--- src/rtl/ihex_rom_loader_pkg.sv ---
// ============================================================================
// Module : ihex_pkg
// Brief  : Shared states, record types and ASCII codes for the HEX ROM loader.
// Rev    : 1.0
// ============================================================================
`default_nettype none

package ihex_pkg;

    typedef enum logic [3:0] {
        S_IDLE  = 4'd0,
        S_LEN_H = 4'd1,
        S_LEN_L = 4'd2,
        S_ADR0  = 4'd3,
        S_ADR1  = 4'd4,
        S_ADR2  = 4'd5,
        S_ADR3  = 4'd6,
        S_TYP_H = 4'd7,
        S_TYP_L = 4'd8,
        S_DAT_H = 4'd9,
        S_DAT_L = 4'd10,
        S_CK_H  = 4'd11,
        S_CK_L  = 4'd12,
        S_EOF   = 4'd13
    } state_t;

    localparam logic [7:0] REC_DATA      = 8'h00;
    localparam logic [7:0] REC_EOF       = 8'h01;
    localparam logic [7:0] REC_MAX_KNOWN = 8'h05;

    localparam logic [7:0] ASCII_COLON = 8'h3A;
    localparam logic [7:0] ASCII_CR    = 8'h0D;
    localparam logic [7:0] ASCII_LF    = 8'h0A;

endpackage

`default_nettype wire

--- src/rtl/ihex_rom_loader_nibble_dec.sv ---
// ============================================================================
// Module : ihex_nibble_dec
// Brief  : Combinational ASCII hex digit to nibble decoder (either letter case).
// Rev    : 1.0
// ============================================================================
`default_nettype none

module ihex_nibble_dec (
    input  logic [7:0] byte_in,
    output logic       valid,
    output logic [3:0] nibble
);

    always_comb begin
        valid  = 1'b0;
        nibble = 4'h0;
        if (byte_in >= 8'h30 && byte_in <= 8'h39) begin
            valid  = 1'b1;
            nibble = byte_in[3:0];
        end else if ((byte_in >= 8'h41 && byte_in <= 8'h46) ||
                     (byte_in >= 8'h61 && byte_in <= 8'h66)) begin
            // 'A'/'a' have low nibble 1, so +9 yields 10
            valid  = 1'b1;
            nibble = byte_in[3:0] + 4'd9;
        end
    end

endmodule

`default_nettype wire

--- src/rtl/ihex_rom_loader.sv ---
// ============================================================================
// Module : ihex_rom_loader
// Brief  : ioctl download to program-ROM byte writes; raw binary or Intel HEX.
//          Optional checksum verification when IHEX_CHECKSUM_EN is defined.
// Rev    : 1.0
// ============================================================================
`default_nettype none

module ihex_rom_loader
    import ihex_pkg::*;
#(
    parameter int ROM_AW  = 15,
    parameter int MAX_REC = 255
) (
    input  logic              clk,
    input  logic              rst_n,
    input  logic              dl_active,
    input  logic              dl_wr,
    input  logic [7:0]        dl_index,
    input  logic [ROM_AW-1:0] dl_addr,
    input  logic [7:0]        dl_data,
    output logic              rom_we,
    output logic [ROM_AW-1:0] rom_addr,
    output logic [7:0]        rom_data,
    output logic              load_done,
    output logic              load_err,
    output logic              oob_seen
);

    state_t            state_q, state_d;
    logic              dl_active_q, dl_active_d;
    logic              bin_q, bin_d;
    logic [7:0]        cnt_q, cnt_d;
    logic [15:0]       addr_q, addr_d;
    logic [7:0]        typ_q, typ_d;
    logic [3:0]        hi_q, hi_d;
    logic              rom_we_q, rom_we_d;
    logic [ROM_AW-1:0] rom_addr_q, rom_addr_d;
    logic [7:0]        rom_data_q, rom_data_d;
    logic              done_q, done_d;
    logic              err_q, err_d;
    logic              oob_q, oob_d;
`ifdef IHEX_CHECKSUM_EN
    logic [7:0]        sum_q, sum_d;
`else
`endif

    logic       w_nib_v;
    logic [3:0] w_nib;
    logic       w_rise, w_fall, w_bin, w_byte_v;
    logic [7:0] w_byte;
    state_t     w_cur;

    ihex_nibble_dec u_nib (
        .byte_in (dl_data),
        .valid   (w_nib_v),
        .nibble  (w_nib)
    );

    always_comb begin
        w_rise   = dl_active & ~dl_active_q;
        w_fall   = ~dl_active & dl_active_q;
        w_bin    = dl_active ? (dl_index == 8'd0) : bin_q;
        w_byte_v = dl_wr & dl_active;
        w_byte   = {hi_q, w_nib};
        // A new download starts from a clean slate even if its first byte lands now
        w_cur    = w_rise ? S_IDLE : state_q;

        state_d     = w_cur;
        dl_active_d = dl_active;
        bin_d       = w_bin;
        cnt_d       = cnt_q;
        addr_d      = addr_q;
        typ_d       = typ_q;
        hi_d        = hi_q;
        rom_we_d    = 1'b0;
        rom_addr_d  = rom_addr_q;
        rom_data_d  = rom_data_q;
        done_d      = w_rise ? 1'b0 : done_q;
        err_d       = w_rise ? 1'b0 : err_q;
        oob_d       = w_rise ? 1'b0 : oob_q;
`ifdef IHEX_CHECKSUM_EN
        sum_d       = sum_q;
`else
`endif

        if (w_fall) begin
            state_d = S_IDLE;
            if (bin_q)
                done_d = 1'b1;
            else if (state_q != S_EOF)
                err_d = 1'b1;
        end else if (w_bin) begin
            rom_we_d   = w_byte_v;
            rom_addr_d = dl_addr;
            rom_data_d = dl_data;
        end else if (w_byte_v && w_cur != S_EOF) begin
            if (dl_data == ASCII_COLON) begin
                if (w_cur != S_IDLE)
                    err_d = 1'b1;
                state_d = S_LEN_H;
`ifdef IHEX_CHECKSUM_EN
                sum_d   = 8'h00;
`else
`endif
            end else if (w_cur == S_IDLE) begin
                state_d = S_IDLE;
            end else if (!w_nib_v) begin
                err_d   = 1'b1;
                state_d = S_IDLE;
            end else begin
                case (w_cur)
                    S_LEN_H: begin
                        hi_d    = w_nib;
                        state_d = S_LEN_L;
                    end
                    S_LEN_L: begin
                        cnt_d = w_byte;
`ifdef IHEX_CHECKSUM_EN
                        sum_d = sum_q + w_byte;
`else
`endif
                        if (int'(w_byte) > MAX_REC) begin
                            err_d   = 1'b1;
                            state_d = S_IDLE;
                        end else begin
                            state_d = S_ADR0;
                        end
                    end
                    S_ADR0, S_ADR2: begin
                        addr_d  = {addr_q[11:0], w_nib};
                        hi_d    = w_nib;
                        state_d = (w_cur == S_ADR0) ? S_ADR1 : S_ADR3;
                    end
                    S_ADR1, S_ADR3: begin
                        addr_d  = {addr_q[11:0], w_nib};
`ifdef IHEX_CHECKSUM_EN
                        sum_d   = sum_q + w_byte;
`else
`endif
                        state_d = (w_cur == S_ADR1) ? S_ADR2 : S_TYP_H;
                    end
                    S_TYP_H, S_DAT_H, S_CK_H: begin
                        hi_d    = w_nib;
                        state_d = (w_cur == S_TYP_H) ? S_TYP_L :
                                  (w_cur == S_DAT_H) ? S_DAT_L : S_CK_L;
                    end
                    S_TYP_L: begin
                        typ_d = w_byte;
`ifdef IHEX_CHECKSUM_EN
                        sum_d = sum_q + w_byte;
`else
`endif
                        if (w_byte > REC_MAX_KNOWN)
                            err_d = 1'b1;
                        state_d = (cnt_q == 8'd0) ? S_CK_H : S_DAT_H;
                    end
                    S_DAT_L: begin
`ifdef IHEX_CHECKSUM_EN
                        sum_d = sum_q + w_byte;
`else
`endif
                        if (typ_q == REC_DATA) begin
                            if ({16'd0, addr_q} < (32'd1 << ROM_AW)) begin
                                rom_we_d   = 1'b1;
                                rom_addr_d = addr_q[ROM_AW-1:0];
                                rom_data_d = w_byte;
                            end else begin
                                oob_d = 1'b1;
                            end
                        end
                        addr_d  = addr_q + 16'd1;
                        cnt_d   = cnt_q - 8'd1;
                        state_d = (cnt_q == 8'd1) ? S_CK_H : S_DAT_H;
                    end
                    S_CK_L: begin
                        state_d = S_IDLE;
`ifdef IHEX_CHECKSUM_EN
                        if (8'(sum_q + w_byte) != 8'h00) begin
                            err_d = 1'b1;
                        end else if (typ_q == REC_EOF) begin
                            done_d  = 1'b1;
                            state_d = S_EOF;
                        end
`else
                        if (typ_q == REC_EOF) begin
                            done_d  = 1'b1;
                            state_d = S_EOF;
                        end
`endif
                    end
                    default: state_d = S_IDLE;
                endcase
            end
        end
    end

    always_ff @(posedge clk) begin
        if (!rst_n) begin
            state_q     <= S_IDLE;
            dl_active_q <= 1'b0;
            bin_q       <= 1'b0;
            cnt_q       <= 8'd0;
            addr_q      <= 16'd0;
            typ_q       <= 8'd0;
            hi_q        <= 4'd0;
            rom_we_q    <= 1'b0;
            rom_addr_q  <= '0;
            rom_data_q  <= 8'd0;
            done_q      <= 1'b0;
            err_q       <= 1'b0;
            oob_q       <= 1'b0;
`ifdef IHEX_CHECKSUM_EN
            sum_q       <= 8'd0;
`else
`endif
        end else begin
            state_q     <= state_d;
            dl_active_q <= dl_active_d;
            bin_q       <= bin_d;
            cnt_q       <= cnt_d;
            addr_q      <= addr_d;
            typ_q       <= typ_d;
            hi_q        <= hi_d;
            rom_we_q    <= rom_we_d;
            rom_addr_q  <= rom_addr_d;
            rom_data_q  <= rom_data_d;
            done_q      <= done_d;
            err_q       <= err_d;
            oob_q       <= oob_d;
`ifdef IHEX_CHECKSUM_EN
            sum_q       <= sum_d;
`else
`endif
        end
    end

    assign rom_we    = rom_we_q;
    assign rom_addr  = rom_addr_q;
    assign rom_data  = rom_data_q;
    assign load_done = done_q;
    assign load_err  = err_q;
    assign oob_seen  = oob_q;

endmodule

`default_nettype wire

--- config.mk ---
export PLATFORM = sky130hd
export DESIGN_NAME = ihex_rom_loader
export DESIGN_NICKNAME = d
export VERILOG_FILES = /design/src/rtl/ihex_rom_loader_pkg.sv /design/src/rtl/ihex_rom_loader_nibble_dec.sv /design/src/rtl/ihex_rom_loader.sv
export SDC_FILE = /design/constraint.sdc
export NUM_CORES = 1
export LEC_CHECK = 0
export ABC_CLOCK_PERIOD_IN_PS = 8600
export BUFFER_PORTS_ARGS = -buffer_cell sky130_fd_sc_hd__buf_4
export CAP_MARGIN = 40
export CORE_AREA = 2 2 92 94
export CTS_BUF_LIST = sky130_fd_sc_hd__clkbuf_2
export DETAILED_ROUTE_END_ITERATION = 8
export DIE_AREA = 0 0 94 96
export GPL_TIMING_DRIVEN = 0
export PLACE_DENSITY = 0.76
export SLEW_MARGIN = 20
export SYNTH_ARGS = -nofsm -noshare
export SYNTH_HDL_FRONTEND = slang
export SYNTH_HIERARCHICAL = 1
export SYNTH_SLANG_ARGS = --single-unit
--- constraint.sdc ---
create_clock -name clk -period 8.6 [get_ports clk]
set_clock_uncertainty 0.15 [all_clocks]
set_input_delay 2.15 -clock clk [delete_from_list [all_inputs] [get_ports clk]]
set_output_delay 2.15 -clock clk [all_outputs]
set_load 0.1 [all_outputs]
# Word-level counts from Yosys, hierarchy flattened
# Cells that the tools add are included.
[word_totals] reg_bits=69 wordCells=158
[op_classes] add_sub_neg=3 n_lt_le_gt_ge=8 n_eq_ne=19 n_mux=77 n_bitwise=10 reduce_logical=28
[ops] op="$mux W15" count=8
[ops] op="$mux W8" count=8
[ops] op="$mux W1" count=43
[ops] op="$mux W4" count=9
[ops] op="$pmux W16 S2" count=1
[ops] op="$pmux W4 S8" count=1
[ops] op="$reduce_and A7 Y1" count=4
[ops] op="$logic_not A8 Y1" count=3
[ops] op="$eq A4 B4 Y1 const B" count=5
[ops] op="$add A16 B1 Y16 const B" count=1
[ops] op="$eq A4 B3 Y1 const B" count=4
[ops] op="$eq A8 B1 Y1 const B" count=2
[ops] op="$ge A8 B7 Y1 const B" count=2
[ops] op="$le A8 B7 Y1 const B" count=2
[ops] op="$lt A16 B16 Y1 const B" count=1
[ops] op="$pmux W8 S2" count=1
[ops] op="$reduce_bool A2 Y1" count=7
[ops] op="$eq A4 B2 Y1 const B" count=2
[ops] op="$eq A8 B6 Y1 const B" count=1
[ops] op="$ge A8 B6 Y1 const B" count=1
[ops] op="$gt A8 B3 Y1 const B" count=1
[ops] op="$le A8 B6 Y1 const B" count=1
[ops] op="$mux W2" count=4
[ops] op="$ne A4 B4 Y1 const B" count=2
[ops] op="16 further kinds" count=31

# Depth between registers and ports, before layout
# Gate-level depths: netlist of the first run.
[depth] ltp_word=14 mapped_depth=12 ltp_nobuf=10

# Hierarchy
# The synthesis of the first run kept the hierarchy.
[modules_own_cells] module="ihex_rom_loader" instances=1 cells_each=490 area_per_inst_um2=4103.9 seq_area_each_um2=1381.3
[modules_own_cells] module="ihex_nibble_dec" instances=1 cells_each=25 area_per_inst_um2=203.9 seq_area_each_um2=0.0

# Least setup slack after synthesis of the first run
# OpenSTA, ideal clock, no wires.
[synth_path] path_kind="input port to flip-flop" from="input port dl_data[1]" to="register addr_q[14]" arrival_ns=4.082 path_slack_ns=4.252 stages=11 n_path_buf=1 cell_sequence="inv_1 ha_1 o21bai_1 a21o_2 nand2_1 inv_1 a41o_1 or3b_1 buf_2 o311a_1 a31o_2"
[synth_via] elab_chain_cells=6 word_cells_on_any_way=15
[synth_lines] item="start, declared" line="ihex_rom_loader.sv:21" text="input logic [7:0] dl_data,"
[synth_lines] item="$ge A8 B7 Y1 (tied with other cells)" line="ihex_rom_loader_nibble_dec.sv:20" text="end else if ((byte_in >= 8'h41 && byte_in <= 8'h46) ||"
[synth_lines] item="$logic_and A1 B1 Y1 (on tied branches)" line="ihex_rom_loader_nibble_dec.sv:20, ihex_rom_loader_nibble_dec.sv:21"
[synth_lines] item="$logic_or A1 B1 Y1" line="ihex_rom_loader_nibble_dec.sv:20"
[synth_lines] item="$mux W1" line="ihex_rom_loader_nibble_dec.sv:20"
[synth_lines] item="$mux W1 *" line="ihex_rom_loader_nibble_dec.sv:17" text="if (byte_in >= 8'h30 && byte_in <= 8'h39) begin"
[synth_lines] item="named net w_nib_v" line="ihex_rom_loader.sv:48" text="logic w_nib_v;"
[synth_lines] item="$reduce_and A7 Y1 (no line) *"
[synth_lines] item="end signal, assigned" line="ihex_rom_loader.sv:222" text="addr_q <= addr_d;"
[synth_lines] item="end, declared" line="ihex_rom_loader.sv:34" text="logic [15:0] addr_q, addr_d;"
# Mark *: on every way through the listed nets, which the timed path passes. The rest lies on a longest branch.
# A chain may end at the register's enable or synchronous reset.

# Worst setup path after layout of the first run
[layout_path] from="input port dl_data[4]" to="register addr_q[5]"
# Same word-level chain as after synthesis.

==> results of run 1 <==
cell families after synthesis:
logic type	synth area share, %
fa+ha+maj	2.03
buf+inv	5.05
simple gates	26.8
compound gates	19.2
flops	32.1
mux	14.6
xor+xnor	0.203
metrics by stage:
step | area (µm²) | hold slack, ns
3_5_place_dp | 4890 | 0.300
2_1_floorplan | 4310 | 0.284
5_1_grt | 5010 | 0.348
6_report | 5010 | 0.324
3_3_place_gp | 4890 | 0.292
4_1_cts | 5010 | 0.326
cells in the mapped netlist (2+ instances only):
library cell,n,area (µm²)
ha_1,7,87.6
or3_1,5,31.3
a22oi_1,5,37.5
nand4bb_4,2,55.1
nor3b_1,2,15.0
and2_1,5,31.3
dfxtp_1,69,1380
a21o_1,4,30.0
o211ai_1,2,15.0
inv_1,10,37.5
nor3_1,15,75.1
or4_1,5,37.5
a41oi_1,3,26.3
mux2i_1,36,360
nand2_1,90,338
nand3_1,15,75.1
o31ai_1,10,75.1
nor4_1,5,31.3
nor2b_1,4,25.0
o311a_1,4,40.0
o311ai_0,3,26.3
mux2_2,24,270
a21oi_1,22,110
or3b_1,3,26.3
buf_2,11,55.1
o21ai_0,17,85.1
nor3_2,2,20.0
clkbuf_1,21,78.8
a31oi_1,10,62.6
and3_1,2,12.5
nor2_1,30,113
nand4_1,6,37.5
nand2b_1,12,75.1
a211oi_1,2,15.0
o221a_2,3,33.8
o311ai_1,7,61.3
a31oi_4,2,42.5
a2111oi_0,2,17.5
a31o_2,2,17.5
buf_4,4,30.0
worst min-delay path, delay by kind of cell, from the launching register on:
family          cells  cell delay, ns
flops               1            0.36
simple gates        1            0.05
compound gates      1            0.05
flip-flops by register name, indices dropped and copies added (netlist names), 4 cells and up:
register and cells:
rom_addr 15, state_q 4, rom_data 8, addr_q 16
typ_q 8, hi_q 4, cnt_q 8
final cells by class:
cell class	instances	area, µm²	area share (%)
multi-input combinational	398	2710	54.0
buffer	38	180	3.59
timing repair buffer	60	450	8.98
sequential	69	1380	27.5
clock buffer	9	45.0	0.898
clock inverter	7	80.1	1.60
tap	105	131	2.62
inverter	10	37.5	0.749
layout by cell type, fill, tap and decap left out, types with 6 or more instances in the layout:
cell and count:
mux2i_1 36, o31ai_1 10, a21oi_1 22, dfxtp_1 69, nor3_1 15, ha_1 7
buf_4 64, o21ai_0 17, o311ai_1 7, inv_1 10, nor2_1 30, clkbuf_1 21
a31oi_1 10, nand3_1 15, nand4_1 6, nand2_1 90, mux2_2 24, nand2b_1 12
buf_2 11, clkbuf_2 10
power by group:
group | internal [mW] | leakage [nW] | total [mW] | switching, mW
Clock | 0.0705 | 0.0695 | 0.210 | 0.139
Sequential | 0.321 | 0.556 | 0.323 | 0.00130
Combinational | 0.0214 | 1.33 | 0.0534 | 0.0320
worst max path at each step:
stage	start	to	slack [ns]	cells past startpoint
CTS	dl_data[1]	addr_q[5]$_SDFFE_PN0P_	4.39	12
detailed placement	dl_data[1]	addr_q[5]$_SDFFE_PN0P_	3.82	12
floorplan	dl_data[1]	addr_q[14]$_SDFFE_PN0P_	4.25	11
finish	dl_data[4]	addr_q[5]$_SDFFE_PN0P_	4.36	10
global placement	dl_data[1]	addr_q[6]$_SDFFE_PN0P_	3.89	12
global route	dl_data[4]	addr_q[5]$_SDFFE_PN0P_	4.17	10
metal layers:
metal / wire, µm / vias to the layer above
li1: - / 2033
met1: 5320 / 2028
met4: 188 / 0
met3: 1060 / 30
met2: 5870 / 244
met5: 0 / -
==> results.json, run 1 <==
{
  "critical-path-slowest-cell": "nor2_2",
  "cp.required_ns": 8.93,
  "tns_ns": 0,
  "cts_buffers": 9,
  "ctsResizeCount": 0,
  "reg2reg_depth": 6,
  "holdCritStartpoint": "oob_seen$_SDFF_PN0_",
  "grt_pass1_vias": 3969,
  "ff2ff_setup_slack_ns": 6.14,
  "grt_overflow": 0,
  "yosysSeqAreaShare_pct": 32.1,
  "outcome": "completed",
  "cts_root_buffer": "clkbuf_2",
  "design.die.area_um2": 9020,
  "p_leak_nw": 1.96,
  "die_w_um": 94,
  "dp_hpwl_um": 9140,
  "grt_max_degree": 15,
  "worst_slew_pin_slew_ns": 0.687,
  "total_power_mw": 0.586,
  "crit_path_max_incr_delay_ns": 0.39,
  "die_y_um": 96,
  "regToRegEndpoint": "addr_q[14]$_SDFFE_PN0P_",
  "worstSkewPairLatency_ns": 0.53,
  "drt_iter0_markers": 383,
  "fin_util_pct": 62.3,
  "grt_use_total_pct": 28.1,
  "crit_fanout": 10,
  "grt_util_met2_pct": 47.1,
  "fin_crit_sh_pct": 49.3,
  "cts_tree": "yes",
  "grt_pass1_wl_um": 20000,
  "synthFlopType": "dfxtp_1",
  "avgSynthCellArea_um2": 8.36,
  "wl_um": 12400,
  "vdd_drop_max_uv": 79.6,
  "max_cap_violations": 0,
  "min_period_ns": 4.24,
  "ys_types": 72,
  "nFillCells": 722,
  "start_kind": "primary input",
  "clk_pin_slew_worst_paths_ns": 0.24,
  "rsz0062_at_grt": "no",
  "synth_cells": 515,
  "use_met1_pct": 37.9,
  "core_area_um2": 8050,
  "final-hold-violation-count": 0,
  "finalNonFillerCells": 696,
  "whs_endpoint": "oob_seen$_SDFF_PN0_",
  "antenna_found_initial": 0,
  "clock_path_buffers": 2,
  "r2r_start": "addr_q[1]$_SDFFE_PN0P_",
  "ys_seq_elements": 69,
  "top_usage_layer": "met2",
  "slew_headroom_pct": 53.6,
  "syn_to_final_growth_pct": 16.4,
  "setup_ws_ns": 4.36,
  "place_ws_ns": 3.82,
  "ant_nets": 0,
  "synth-async-reset-ratio_pct": 0,
  "finalMaxSlewViolations": 0,
  "min_delay_path_depth": 2,
  "ctsHtreeMaxLevel": 3,
  "cp.arrival_ns": 4.56,
  "max_freq_ghz": 0.236,
  "drc_errors": 0,
  "postCtsSetupBuffers": 0,
  "ys_warn_count": 6,
  "start_util_pct": 53.5,
  "antenna_cells": 0,
  "met3_usage_pct": 3.92,
  "setup_violations": 0,
  "drive_gt1_share_pct": 23.4,
  "syn-cell-area_um2": 4310,
  "route.detailed.wl_per_inst_um": 17.9,
  "critPathBufInv": 3,
  "via_per_inst": 6.23,
  "rows": 33,
  "crit_type": "primary input to register",
  "fin_nets": 628,
  "p_per_area_nw_per_um2": 117,
  "min_path_type": "register to register",
  "gp_congestion": 0.925,
  "clock_sinks": 69,
  "crit_chain": "buf_4, nor4b_2, o211ai_1, nand2_1, inv_1, a41o_1, nor2_2, nand3_1, buf_2, o31ai_1",
  "ctsHoldBuffers": 0,
  "cp_top_family": "simple AND/OR/NAND/NOR gates",
  "syn-num-nets": 557,
  "synth_edf_count": 0,
  "num_vias": 4335,
  "ios": 62,
  "drt-pass1-iter-count": 7,
  "dp_cells": 680,
  "cp-end-kind": "register",
  "port_buffers": 60
}
(Power assumes the default switching activity.)
==> run 2: changes to the inputs <==
ABC_AREA = 1   (was unset)
ABC_CLOCK_PERIOD_IN_PS = 3500   (was 8600)
CORE_AREA = 2 2 97 99   (was 2 2 92 94)
DIE_AREA = 0 0 99 101   (was 0 0 94 96)
PLACE_DENSITY = 0.77   (was 0.76)
clock period = 3.5 ns   (was 8.6 ns; I/O delays follow)
==> results.json, run 2 <==
{
  "outcome": "completed",
  "grt_use_total_pct": 27.8,
  "p_clk_share_pct": 40.7,
  "postCtsSetupBuffers": 0,
  "cts_tree": "yes",
  "final-hold-violation-count": 0,
  "ant_nets": 0,
  "cp_top_family": "simple AND/OR/NAND/NOR gates",
  "min_path_type": "register to register",
  "vdd_drop_max_uv": 169,
  "crit_top_cell": "nand2_1",
  "crit_fanout": 8,
  "largest_register": "addr_q",
  "syn-num-nets": 816,
  "num_vias": 5241,
  "p_per_area_nw_per_um2": 289,
  "route.detailed.wl_per_inst_um": 14.3,
  "total_power_mw": 1.58,
  "grt_pass1_wl_um": 22500,
  "muxShareOfSynthArea_pct": 0,
  "min_period_ns": 2.73,
  "syn-cell-area_um2": 4700,
  "antenna_found_initial": 0,
  "clk_pin_slew_worst_paths_ns": 0.21,
  "critPathBufInv": 3,
  "ys_warn_count": 6,
  "synthAdderAreaFrac_pct": 1.87,
  "yosys.area_share.simple_pct": 46.3,
  "mostFrequentLayoutCells": "nand2_1 (227), nand3_1 (104), nor2_1 (99)",
  "ctsResizeCount": 0,
  "grt_max_degree": 14,
  "synth-compound-area-share_pct": 10.5,
  "clock_path_buffers": 2,
  "dp_hpwl_um": 10200,
  "swShare_pct": 26.9,
  "tns_ns": 0,
  "gp_congestion": 0.925,
  "syn_to_final_growth_pct": 16.1,
  "p_seq_share_pct": 50.2,
  "finalNonFillerCells": 961,
  "antenna_cells": 0,
  "cp-end-kind": "register",
  "p_leak_nw": 2.48,
  "wl_um": 13700,
  "drt-pass1-iter-count": 5,
  "finalMaxSlewViolations": 0,
  "start_kind": "primary input",
  "cp.required_ns": 3.79,
  "yosysSeqAreaShare_pct": 29.4,
  "fin_nets": 887,
  "nFillCells": 883,
  "crit_path_max_incr_delay_ns": 0.69,
  "crit_chain": "buf_4, inv_1, ha_1, nor2_1, o21ai_1, nand2_1, nand2_1, inv_1, nor4_2, nand3b_1, nand2_1, nor2_1",
  "drc_errors": 0,
  "rsz0062_at_grt": "no",
  "max_freq_ghz": 0.366,
  "crit_type": "primary input to register",
  "synth_xor_area_share_pct": 0.933,
  "dp_cells": 945,
  "grt_overflow": 0,
  "p_comb_share_pct": 9.1,
  "yosys-top-cells-count": "nand2_1 (227), nand3_1 (104), nor2_1 (99)",
  "largest_reg_flops": 16,
  "synth.most_common_cell": "nand2_1",
  "synthFlopType": "dfxtp_1",
  "max_cap_violations": 0,
  "synth_top_family_by_area": "simple AND/OR/NAND/NOR gates",
  "p_switching_mw": 0.424,
  "slew_headroom_pct": 50.6,
  "die_y_um": 101,
  "ios": 62,
  "start_util_pct": 52.3,
  "critical-path-slowest-cell": "nor4_2",
  "fin_util_pct": 60.7,
  "port_buffers": 60,
  "ctsHtreeMaxLevel": 3,
  "via_per_inst": 5.45,
  "fin_crit_sh_pct": 78.1,
  "setup_ws_ns": 0.768,
  "synth_area_leader_cell": "dfxtp_1",
  "netlist.area_leader.share_pct": 29.4,
  "cts_root_buffer": "clkbuf_2",
  "cts_buffers": 9,
  "die_w_um": 99,
  "synth_area_leaders": "dfxtp_1 (29%), nand2_1 (18%), nand3_1 (11%)",
  "ctsHoldBuffers": 0,
  "synth_cells": 774,
  "worstSkewPairLatency_ns": 0.53,
  "drt_iter0_markers": 310,
  "rows": 35,
  "synth_edf_count": 0,
  "intPower_mw": 1.15,
  "core_area_um2": 8980,
  "avgSynthCellArea_um2": 6.07,
  "ys_types": 35,
  "drive_gt1_share_pct": 15.9,
  "design.die.area_um2": 10000,
  "cp.arrival_ns": 3.02,
  "clock_sinks": 69,
  "grt_pass1_vias": 4876,
  "place_ws_ns": 0.241,
  "synth-async-reset-ratio_pct": 0,
  "ys_seq_elements": 69,
  "setup_violations": 0,
  "worst_slew_pin_slew_ns": 0.735,
  "final_common_cell": "nand2_1"
}
run 2: changes by cell type after synthesis, moves of 36 or more:
cell	delta
a21oi_1	+44
nand2_1	+137
nand3_1	+89
mux2i_1	-36
nor2_1	+69
inv_1	+69
run 2: logic make-up (layout without fill, tap and decap cells):
logic type / Yosys count / in the layout
AO/OA/AOI/OAI: 94 / 94
XOR/XNOR: 5 / 5
adder cells (fa/ha/maj): 7 / 7
buffers and inverters: 117 / 193
flip-flops: 69 / 69
AND/OR/NAND/NOR: 482 / 482
run 2: power by group through the flow:
stage | registers [mW] | logic (mW) | clock network [mW]
2_1_floorplan | 0.817 | 0.0696 | 0
3_3_place_gp | 0.808 | 0.138 | 0
3_5_place_dp | 0.808 | 0.142 | 0
4_1_cts | 0.793 | 0.142 | 0.645
5_1_grt | 0.794 | 0.156 | 0.678
6_report | 0.793 | 0.143 | 0.642
run 2: final timing paths:
path	cells past startpoint	end	startpoint	slack, ns
hold reg to reg	2	typ_q[2]$_SDFFE_PN0P_	typ_q[2]$_SDFFE_PN0P_	0.34
hold / removal	2	typ_q[2]$_SDFFE_PN0P_	typ_q[2]$_SDFFE_PN0P_	0.34
setup / recovery	12	hi_q[3]$_SDFFE_PN0P_	dl_data[0]	0.77
setup reg to reg	7	addr_q[15]$_SDFFE_PN0P_	addr_q[0]$_SDFFE_PN0P_	1.39
run 2: through the flow:
stage               area [µm²]  hold WS [ns]
floorplan                 4700         0.291
global placement          5290         0.302
detailed placement        5290         0.313
CTS                       5450         0.337
global route              5450         0.347
finish                    5450         0.337
run 2: layout make-up:
cell class                      instances  area [µm²]  share of cell area (%)
Tap cell                              111         139                    2.55
Sequential cell                        69        1380                    25.3
Buffer                                 34         205                    3.76
Multi-Input combinational cell        588        2800                    51.3
Clock inverter                          7         121                    2.23
Clock buffer                            9        45.0                   0.826
Timing Repair Buffer                   60         450                    8.26
Inverter                               83         312                    5.71
run 2: layer usage:
| layer | part of all wire (%) | up-vias | global-route usage [%] | wire, µm |
|---|---|---|---|---|
| met2 | 49 | 167 | 48.5 | 6710 |
| met4 | 2.0 | 0 | 9.48 | 273 |
| met1 | 43 | 2422 | 35.5 | 5960 |
| met3 | 5.6 | 26 | 3.68 | 770 |
| met5 | 0 | - | 0 | 0 |
| li1 | - | 2626 | - | - |
run 2: worst reg2reg max path, delay by kind of cell (launching register included):
kind	cells	cell delay [ns]
AND/OR/NAND/NOR	6	1.21
flip-flops	1	0.51
AO/OA/AOI/OAI	1	0.21
